===== config.mk =====
export PLATFORM = sky130hd
export DESIGN_NAME = lm07_spi_reader_flat
export DESIGN_NICKNAME = d
export VERILOG_FILES = /design/src/rtl/lm07_spi_reader_if.sv /design/src/rtl/lm07_spi_reader.sv /design/src/flat_wrapper.sv
export SDC_FILE = /design/constraint.sdc
export NUM_CORES = 1
export LEC_CHECK = 0
export CORE_ASPECT_RATIO = 1.75
export CORE_MARGIN = 2
export CORE_UTILIZATION = 54
export DETAILED_ROUTE_END_ITERATION = 7
export GPL_ROUTABILITY_DRIVEN = 0
export PLACE_DENSITY = 0.79
export SETUP_SLACK_MARGIN = 0.15
export SYNTH_ARGS = -nofsm -noshare
export SYNTH_HDL_FRONTEND = slang
export SYNTH_SLANG_ARGS = --single-unit

===== constraint.sdc =====
create_clock -name clk -period 3 [get_ports clk]
set_clock_uncertainty 0.2 [all_clocks]
set_input_delay 0.6 -clock clk [delete_from_list [all_inputs] [get_ports clk]]
set_output_delay 0.6 -clock clk [all_outputs]
set_load 0.05 [all_outputs]

===== src/rtl/lm07_spi_reader_if.sv =====
// lm07_spi_reader_if: SPI wires between the LM07 reader (master) and the sensor (slave)
interface lm07_spi_reader_if;
    logic cs;
    logic sck;
    logic sio;
    modport master (output cs, output sck, input sio);
    modport slave (input cs, input sck, output sio);
endinterface


===== src/rtl/lm07_spi_reader.sv =====
// lm07_spi_reader: periodic SPI read of an LM07/LM70 16-bit frame into registered temperature
// Define LM07_AVG_EN to average each good frame with the previous good frame.
module lm07_spi_reader #(
    parameter int SCK_DIV     = 2,
    parameter int IDLE_CYCLES = 8
) (
    input  logic                 clk,
    input  logic                 rst_n,
    input  logic                 ena,
    lm07_spi_reader_if.master    spi,
    output logic [15:0]          temp_raw,
    output logic [8:0]           temp_int,
    output logic [1:0]           temp_frac,
    output logic                 valid,
    output logic                 frame_err,
    output logic                 busy
);
    localparam int CMAX = SCK_DIV > IDLE_CYCLES ? SCK_DIV : IDLE_CYCLES;
    localparam int CW = $clog2(CMAX + 1);
    localparam logic [CW-1:0] DIV_END = CW'(SCK_DIV - 1);
    localparam logic [CW-1:0] GAP_END = CW'(IDLE_CYCLES - 1);

    typedef enum logic [2:0] {IDLE, SETUP, SHIFT, HOLD, DONE, GAP} state_t;

    state_t        state_q, state_d;
    logic [CW-1:0] cnt_q, cnt_d;
    logic [4:0]    bit_q, bit_d;
    logic [15:0]   shift_q, shift_d;
    logic [15:0]   raw_q, raw_d;
    logic [10:0]   temp_q, temp_d;
    logic          cs_q, cs_d, sck_q, sck_d;
    logic          valid_q, valid_d, err_q, err_d, busy_q, busy_d;
    logic          good;
`ifdef LM07_AVG_EN
    logic [10:0]        hist_q, hist_d;
    logic               have_q, have_d;
    logic signed [11:0] sum;
    assign sum = $signed({shift_q[15], shift_q[15:5]}) + $signed({hist_q[10], hist_q});
`endif

    assign good = shift_q[4:0] == 5'h1f;

    always_comb begin
        state_d = state_q;
        cnt_d   = cnt_q + 1'b1;
        bit_d   = bit_q;
        shift_d = shift_q;
        sck_d   = sck_q;
        raw_d   = raw_q;
        temp_d  = temp_q;
        err_d   = err_q;
`ifdef LM07_AVG_EN
        hist_d  = hist_q;
        have_d  = have_q;
`endif
        case (state_q)
            IDLE: begin
                cnt_d = '0;
                if (ena) state_d = SETUP;
            end
            SETUP: if (cnt_q == DIV_END) begin
                state_d = SHIFT;
                cnt_d   = '0;
                sck_d   = 1'b1;
                bit_d   = '0;
            end
            SHIFT: if (cnt_q == DIV_END) begin
                cnt_d = '0;
                sck_d = ~sck_q;
                // sample on the edge that closes the high half; the sensor moves on our fall
                if (sck_q) begin
                    shift_d = {shift_q[14:0], spi.sio};
                    bit_d   = bit_q + 1'b1;
                end else if (bit_q == 5'd16) begin
                    state_d = HOLD;
                    sck_d   = 1'b0;
                end
            end
            HOLD: if (cnt_q == DIV_END) begin
                state_d = DONE;
                cnt_d   = '0;
            end
            DONE: begin
                state_d = GAP;
                cnt_d   = '0;
            end
            GAP: if (cnt_q == GAP_END) begin
                state_d = ena ? SETUP : IDLE;
                cnt_d   = '0;
            end
            default: state_d = IDLE;
        endcase
        if (state_d == DONE) begin
            raw_d = shift_q;
            err_d = !good;
`ifdef LM07_AVG_EN
            if (good) begin
                temp_d = have_q ? 11'(sum >>> 1) : shift_q[15:5];
                hist_d = shift_q[15:5];
                have_d = 1'b1;
            end
`else
            if (good) temp_d = shift_q[15:5];
`endif
        end
        cs_d    = !(state_d inside {SETUP, SHIFT, HOLD});
        valid_d = state_d == DONE;
        busy_d  = state_d != IDLE;
    end

    always_ff @(posedge clk or negedge rst_n)
        if (!rst_n) begin
            state_q <= IDLE;
            cnt_q   <= '0;
            bit_q   <= '0;
            shift_q <= '0;
            raw_q   <= '0;
            temp_q  <= '0;
            cs_q    <= 1'b1;
            sck_q   <= 1'b0;
            valid_q <= 1'b0;
            err_q   <= 1'b0;
            busy_q  <= 1'b0;
`ifdef LM07_AVG_EN
            hist_q  <= '0;
            have_q  <= 1'b0;
`endif
        end else begin
            state_q <= state_d;
            cnt_q   <= cnt_d;
            bit_q   <= bit_d;
            shift_q <= shift_d;
            raw_q   <= raw_d;
            temp_q  <= temp_d;
            cs_q    <= cs_d;
            sck_q   <= sck_d;
            valid_q <= valid_d;
            err_q   <= err_d;
            busy_q  <= busy_d;
`ifdef LM07_AVG_EN
            hist_q  <= hist_d;
            have_q  <= have_d;
`endif
        end

    assign spi.cs    = cs_q;
    assign spi.sck   = sck_q;
    assign temp_raw  = raw_q;
    assign temp_int  = temp_q[10:2];
    assign temp_frac = temp_q[1:0];
    assign valid     = valid_q;
    assign frame_err = err_q;
    assign busy      = busy_q;
endmodule

===== src/flat_wrapper.sv =====
// flat-port wrapper written by rule: the top's interface ports become plain ports
module lm07_spi_reader_flat 
#(
    parameter int SCK_DIV     = 2,
    parameter int IDLE_CYCLES = 8
)
  (clk, rst_n, ena, temp_raw, temp_int, temp_frac, valid, frame_err, busy, spi_cs, spi_sck, spi_sio);
  lm07_spi_reader_if spi_i ();
  input  logic clk;
  input  logic rst_n;
  input  logic ena;
  output logic [15:0] temp_raw;
  output logic [8:0] temp_int;
  output logic [1:0] temp_frac;
  output logic valid;
  output logic frame_err;
  output logic busy;
  output wire logic [$bits(spi_i.cs)-1:0] spi_cs;
  output wire logic [$bits(spi_i.sck)-1:0] spi_sck;
  input wire logic [$bits(spi_i.sio)-1:0] spi_sio;
  assign spi_cs = spi_i.cs;
  assign spi_sck = spi_i.sck;
  assign spi_i.sio = spi_sio;
  lm07_spi_reader #(.SCK_DIV(SCK_DIV), .IDLE_CYCLES(IDLE_CYCLES)) u_core (.clk(clk), .rst_n(rst_n), .ena(ena), .spi(spi_i), .temp_raw(temp_raw), .temp_int(temp_int), .temp_frac(temp_frac), .valid(valid), .frame_err(frame_err), .busy(busy));
endmodule

==> flow_metrics.env, run 1 <==
export IMPL_arrival_time_of_the_worst_setup_path_ps=1750
export IMPL_timing_final_setup_violations=0
export IMPL_synthDominantAreaCellType="dfrtp_1"
export IMPL_powerDensity_nw_per_um2=532
export IMPL_yosysSeqAreaShare_pct=57.1
export IMPL_cts_max_level=3
export IMPL_final_max_slew_viol_count=0
export IMPL_cp_required_ps=2200
export IMPL_drive_gt1_share_pct=21.2
export IMPL_synth_edf_count=0
export IMPL_hold_buffers=0
export IMPL_n_antenna_cell=0
export IMPL_r2r_slack_ps=600
export IMPL_p_sw_mw=0.349
export IMPL_ys_top_cells_by_area="dfrtp_1 56%, nand2_1 8.0%, mux2_2 7.7%"
export IMPL_clk_pin_slew_ps=70
export IMPL_finalNetCount=277
export IMPL_clk_latency_ps=340
export IMPL_buffering_stage_count_on_the_worst_path_with_inverters_included=1
export IMPL_largest_net_degree_at_the_start_of_global_routing=40
export IMPL_post_route_cell_area_um2=3240
export IMPL_synth_async_sr_flop_share_pct=100
export IMPL_criticalPathCategory="reg -> out"
export IMPL_place_port_buffers=35
export IMPL_cp_max_fo=11
export IMPL_tritoncts="done"
export IMPL_drt_pass1_iter_count=4
export IMPL_setup_tns_final_ps=0
export IMPL_detailedPlacementHpwl_mm=3.57
export IMPL_post_synth_inst_count=229
export IMPL_hold_path_class="in -> async"
export IMPL_synthDominantCellAreaShare_pct=56.1
export IMPL_finalCriticalPeriod_ps=2550
export IMPL_fp_row_count=33
export IMPL_maxClockFrequency_mhz=392
export IMPL_post_cts_setup_buffers=0
export IMPL_grt_total_usage_pct=21.0
export IMPL_synth_net_count=237
export IMPL_synth_ff_latch_count=60
export IMPL_detailed_place_area_um2=3010
export IMPL_cts_buffers_inserted=9
export IMPL_cts_sinks=60
export IMPL_drt_met1_wl_mm=2.05
export IMPL_ys_warn_count=0
export IMPL_fp_dieW_um=56.8
export IMPL_synth_area_um2=2630
export IMPL_cts_buffer_depth=2
export IMPL_globalRoute_totalOverflow=0
export IMPL_timing_worst_slew_pin_value_ps=515
export IMPL_critical_path_capture_point_type="output port"
export IMPL_internal_power_mw=1.38
export IMPL_ant_nets=0
export IMPL_footprint_of_the_multi_input_gates_um2=1020
export IMPL_synth_ff_type="dfrtp_1"
export IMPL_post_route_period_util_pct=85.0
export IMPL_pre_cts_ws_ps=589
export IMPL_netSwitchingFraction_pct=20.2
export IMPL_finalHoldWorstSlack_ps=39.3
export IMPL_via_per_inst=5.52
export IMPL_top_layer="met4"
export IMPL_io_pins=36
export IMPL_timing_final_hold_violations=0
export IMPL_max_cap_violations=0
export IMPL_route_final_wire_length_mm=5.12
export IMPL_crit_path_top_delay_cell="clkdlybuf4s50_1"
export IMPL_initial_utilization_pct=55.9
export IMPL_first_global_vias=1812
export IMPL_initial_detailed_routing_violation_count=53
export IMPL_power_static_leakage_nw=1.52
export IMPL_core_area_um2=4710
export IMPL_cp_cell_sequence="clkdlybuf4s50_1"
export IMPL_route_vias_total=1801
export IMPL_sequential_cell_area_um2=1500
export IMPL_clockRootBuffer="clkbuf_8"
export IMPL_cts_resized=0
export IMPL_critPathLaunch="u_core.spi.sck$_DFFE_PN0P_"
export IMPL_wl_per_instance_um=15.7
export IMPL_area_growth_synth_to_final_pct=23.4
export IMPL_timing_critical_path_from_type="flip-flop"
export IMPL_wl_met3_um=172
export IMPL_die_area_um2=5470
export IMPL_run_status="finished, final reports clean"
export IMPL_timing_rr_start="u_core.cnt_q[1]$_DFF_PN0_"
export IMPL_grt_antenna_before_repair=0
export IMPL_max_vdd_ir_drop_uv=559
export IMPL_critical_path_top_delay_family="buffers and inverters"
export IMPL_grt_pass1_wl_mm=8.52
export IMPL_seq_power_share_pct=47.9
export IMPL_routed_length_on_met2_mm=2.77
export IMPL_unrepaired_setup_endpoints_after_global_routing="false"
export IMPL_timing_final_ws_setup_ps=450
export IMPL_post_synth_cell_area_avg_um2=11.5
export IMPL_power_frac_comb_pct=1.8
export IMPL_worstReg2RegEnd="u_core.temp_q[1]$_DFFE_PN0P_"
export IMPL_slew_limit_headroom_pct=65.4
export IMPL_num_fill_cells=366
export IMPL_remaining_drc_errors=0
export IMPL_die_h_um=96.3
export IMPL_ys_types=37
export IMPL_cp_slowest_stage_delay_ps=870
export IMPL_power_clock_fraction_pct=50.3
export IMPL_worstRegToRegCells=7
sequential cells by signal, summed over array words and instances, names as in the netlist:
signal	flops
u_core.valid	1
u_core.spi.cs	1
u_core.spi.sck	1
u_core.bit_q	5
u_core.state_q	3
u_core.temp_q	11
u_core.temp_raw	16
u_core.frame_err	1
u_core.busy	1
u_core.cnt_q	4
u_core.shift_q	16
placed cells by master, fill, tap and decap left out, types with 2 or more instances in the layout:
cell	count
nor3_1	2
buf_4	6
nand3_1	9
mux2_4	9
mux2_2	18
o21ai_0	9
nand3_4	2
clkinv_2	2
xnor2_1	2
nand4_1	3
clkdlybuf4s50_1	34
bufinv_16	3
clkbuf_8	9
inv_1	7
ha_1	4
o31ai_1	3
dfrtp_1	59
or4_1	2
o211ai_1	3
a21oi_1	3
nor2_1	10
clkinvlp_4	2
nand2_1	56
routing by layer:
| layer | global-route usage, % | vias to the layer above |
|---|---|---|
| met5 | 0 | - |
| met4 | 11.0 | 0 |
| met3 | 6.18 | 12 |
| met2 | 36.0 | 39 |
| met1 | 23.4 | 891 |
| li1 | - | 859 |
kinds of logic after synthesis:
logic type | Yosys count | share of synthesized area (%)
adders and majority gates | 4 | 1.90
and+or+nand+nor | 91 | 17.1
muxes | 27 | 12.8
DFF | 60 | 57.1
buffers and inverters | 20 | 4.19
xor gates and xnor gates | 3 | 0.999
AOI/OAI and AO/OA | 24 | 5.85
stage by stage:
step                power [mW]  util (%)  instances
global route              1.78      68.9        326
CTS                       1.74      68.9        326
global placement         0.873      63.8        310
floorplan                0.850         -        229
finish                    1.73      68.9        326
detailed placement       0.875      63.8        310
layout make-up:
class | instances | area share, %
sequential | 60 | 46.3
timing repair buffer | 41 | 12.0
multi-input combinational | 149 | 31.4
clock inverter | 7 | 3.55
tap | 52 | 2.01
clock buffer | 9 | 3.82
inverter | 8 | 0.926
cells in the mapped netlist (4+ instances only):
master	n
nand2_1	56
mux2_2	18
o21ai_0	9
nand3_1	9
mux2_4	9
inv_1	7
clkbuf_1	4
ha_1	4
nor2_1	10
buf_6	4
dfrtp_1	59
power by group through the flow:
stage / clock network (mW) / logic [mW] / registers (mW)
6_report: 0.869 / 0.0312 / 0.827
5_1_grt: 0.916 / 0.0361 / 0.828
3_3_place_gp: 0 / 0.0318 / 0.842
2_1_floorplan: 0 / 0.0102 / 0.839
4_1_cts: 0.881 / 0.0330 / 0.827
3_5_place_dp: 0 / 0.0330 / 0.842
how the worst max path moves through the flow:
stage / to / cells past startpoint
global placement: u_core.temp_q[2]$_DFFE_PN0P_ / 7
detailed placement: u_core.temp_q[1]$_DFFE_PN0P_ / 7
CTS: spi_sck / 1
floorplan: u_core.temp_q[0]$_DFFE_PN0P_ / 7
global route: spi_sck / 1
finish: spi_sck / 1
Note: power is estimated with default switching activity, not from simulation.
==> run 2: changes to the inputs <==
==> constraint.sdc (replaced) <==
create_clock -name clk -period 2.4 [get_ports clk]
set_clock_uncertainty 0.2 [all_clocks]
set_input_delay 0.48 -clock clk [delete_from_list [all_inputs] [get_ports clk]]
set_output_delay 0.48 -clock clk [all_outputs]
set_load 0.05 [all_outputs]
==> flow_metrics.env, run 2 (synthesis results as in run 1) <==
export IMPL_hold_path_class="reg -> reg"
export IMPL_io_pins=36
export IMPL_post_place_cells=312
export IMPL_clockRootBuffer="clkbuf_8"
export IMPL_drive_gt1_share_pct=22.0
export IMPL_cts_buffers_inserted=9
export IMPL_cp_cell_sequence="clkdlybuf4s50_1"
export IMPL_cts_sinks=60
export IMPL_die_h_um=96.3
export IMPL_fp_dieW_um=56.8
export IMPL_core_area_um2=4710
export IMPL_arrival_time_of_the_worst_setup_path_ps=1510
export IMPL_powerDensity_nw_per_um2=635
export IMPL_cp_max_fo=2
export IMPL_max_cap_violations=0
export IMPL_initial_utilization_pct=55.9
export IMPL_remaining_drc_errors=0
export IMPL_timing_final_setup_violations=0
export IMPL_n_antenna_cell=0
export IMPL_clk_pin_slew_ps=70
export IMPL_drt_pass1_iter_count=4
export IMPL_largest_net_degree_at_the_start_of_global_routing=61
export IMPL_place_port_buffers=35
export IMPL_area_growth_synth_to_final_pct=25.1
export IMPL_buffering_stage_count_on_the_worst_path_with_inverters_included=1
export IMPL_cp_slowest_stage_delay_ps=810
export IMPL_route_vias_total=1806
export IMPL_clk_latency_ps=340
export IMPL_timing_final_hold_violations=0
export IMPL_maxClockFrequency_mhz=456
export IMPL_unrepaired_setup_endpoints_after_global_routing="false"
export IMPL_setup_tns_final_ps=0
export IMPL_grt_antenna_before_repair=0
export IMPL_cp_required_ps=1720
export IMPL_timing_critical_path_from_type="flip-flop"
export IMPL_footprint_of_the_multi_input_gates_um2=1020
export IMPL_critical_path_top_delay_family="buffers and inverters"
export IMPL_finalCriticalPeriod_ps=2190
export IMPL_max_vdd_ir_drop_uv=574
export IMPL_num_fill_cells=347
export IMPL_post_cts_setup_buffers=0
export IMPL_cts_buffer_depth=2
export IMPL_slew_limit_headroom_pct=66.2
export IMPL_via_per_inst=5.49
export IMPL_crit_path_top_delay_cell="clkdlybuf4s50_1"
export IMPL_post_route_period_util_pct=91.4
export IMPL_fp_row_count=33
export IMPL_route_final_wire_length_mm=4.96
export IMPL_critical_path_capture_point_type="output port"
export IMPL_detailedPlacementHpwl_mm=3.31
export IMPL_top_library_cells_by_usage_in_the_layout_fill_and_taps_aside="59 x dfrtp_1, 56 x nand2_1, 27 x clkdlybuf4s50_1, 18 x mux2_2"
export IMPL_grt_pass1_wl_mm=8.26
export IMPL_run_status="finished, final reports clean"
export IMPL_cts_max_level=3
export IMPL_first_global_vias=1775
export IMPL_grt_total_usage_pct=20.5
export IMPL_globalRoute_totalOverflow=0
export IMPL_most_common_cell_after_layout_fill_and_taps_aside="dfrtp_1"
export IMPL_fin_cells=329
export IMPL_ant_nets=0
export IMPL_wl_per_instance_um=15.1
export IMPL_die_area_um2=5470
export IMPL_timing_worst_slew_pin_value_ps=506
export IMPL_tritoncts="done"
export IMPL_criticalPathCategory="reg -> out"
export IMPL_initial_detailed_routing_violation_count=24
export IMPL_sequential_cell_area_um2=1500
export IMPL_finalNetCount=280
export IMPL_power_static_leakage_nw=1.64
export IMPL_final_max_slew_viol_count=0
run 2: area by class of cell:
class | count | area share, %
Clock inverter | 6 | 2.66
Tap cell | 52 | 1.98
Multi-Input combinational cell | 149 | 30.9
Timing Repair Buffer | 44 | 13.7
Inverter | 8 | 0.913
Sequential cell | 60 | 45.7
Clock buffer | 10 | 4.18
run 2: per-layer routing:
layer	GRT usage [%]	routed length, um	vias up	part of all wire (%)
met5	0	0	-	0
met3	7.66	189	10	3.8
met1	23.1	2040	883	41
li1	-	-	869	-
met2	33.9	2620	44	53
met4	10.7	116	0	2.3
run 2: path summary, 6_finish.rpt:
check	depth (start not counted)	slack [ps]	to	from
max in group asynchronous	3	1210	u_core.spi.cs$_DFF_PN1_	rst_n
setup / recovery	1	210	temp_raw[15]	u_core.temp_raw[15]$_DFFE_PN0P_
hold / removal	2	280	u_core.temp_raw[12]$_DFFE_PN0P_	u_core.temp_raw[12]$_DFFE_PN0P_
min in group asynchronous	3	470	u_core.temp_raw[0]$_DFFE_PN0P_	rst_n
setup reg to reg	7	320	u_core.bit_q[3]$_DFFE_PN0P_	u_core.cnt_q[1]$_DFF_PN0_
hold reg to reg	2	280	u_core.temp_raw[12]$_DFFE_PN0P_	u_core.temp_raw[12]$_DFFE_PN0P_
run 2: where the power goes:
| group | total, mW | leakage [nW] | internal, mW | switching [mW] |
|---|---|---|---|---|
| sequential | 1.03 | 0.780 | 1.02 | 0.0112 |
| clock | 1.01 | 0.116 | 0.612 | 0.401 |
| combinational | 0.0422 | 0.747 | 0.0172 | 0.0250 |
run 2: what timing repair did:
action,4_1_cts,5_1_grt
gates resized for setup,1,5
setup endpoints to repair,1,5
cloned,0,0
endpoints found under the hold margin,59,0
hold buffers,1,0
run 2: per-stage QoR:
step	setup WS, ps	util, %	total power [mW]	hold slack (ps)	instance area [um^2]
after floorplan	321	-	1.06	-15.6	2630
after global placement	369	64.6	1.09	257	3040
after detailed placement	322	64.6	1.10	265	3040
after CTS	167	69.6	2.11	281	3280
after global routing	151	69.9	2.17	305	3290
final	205	69.9	2.09	275	3290
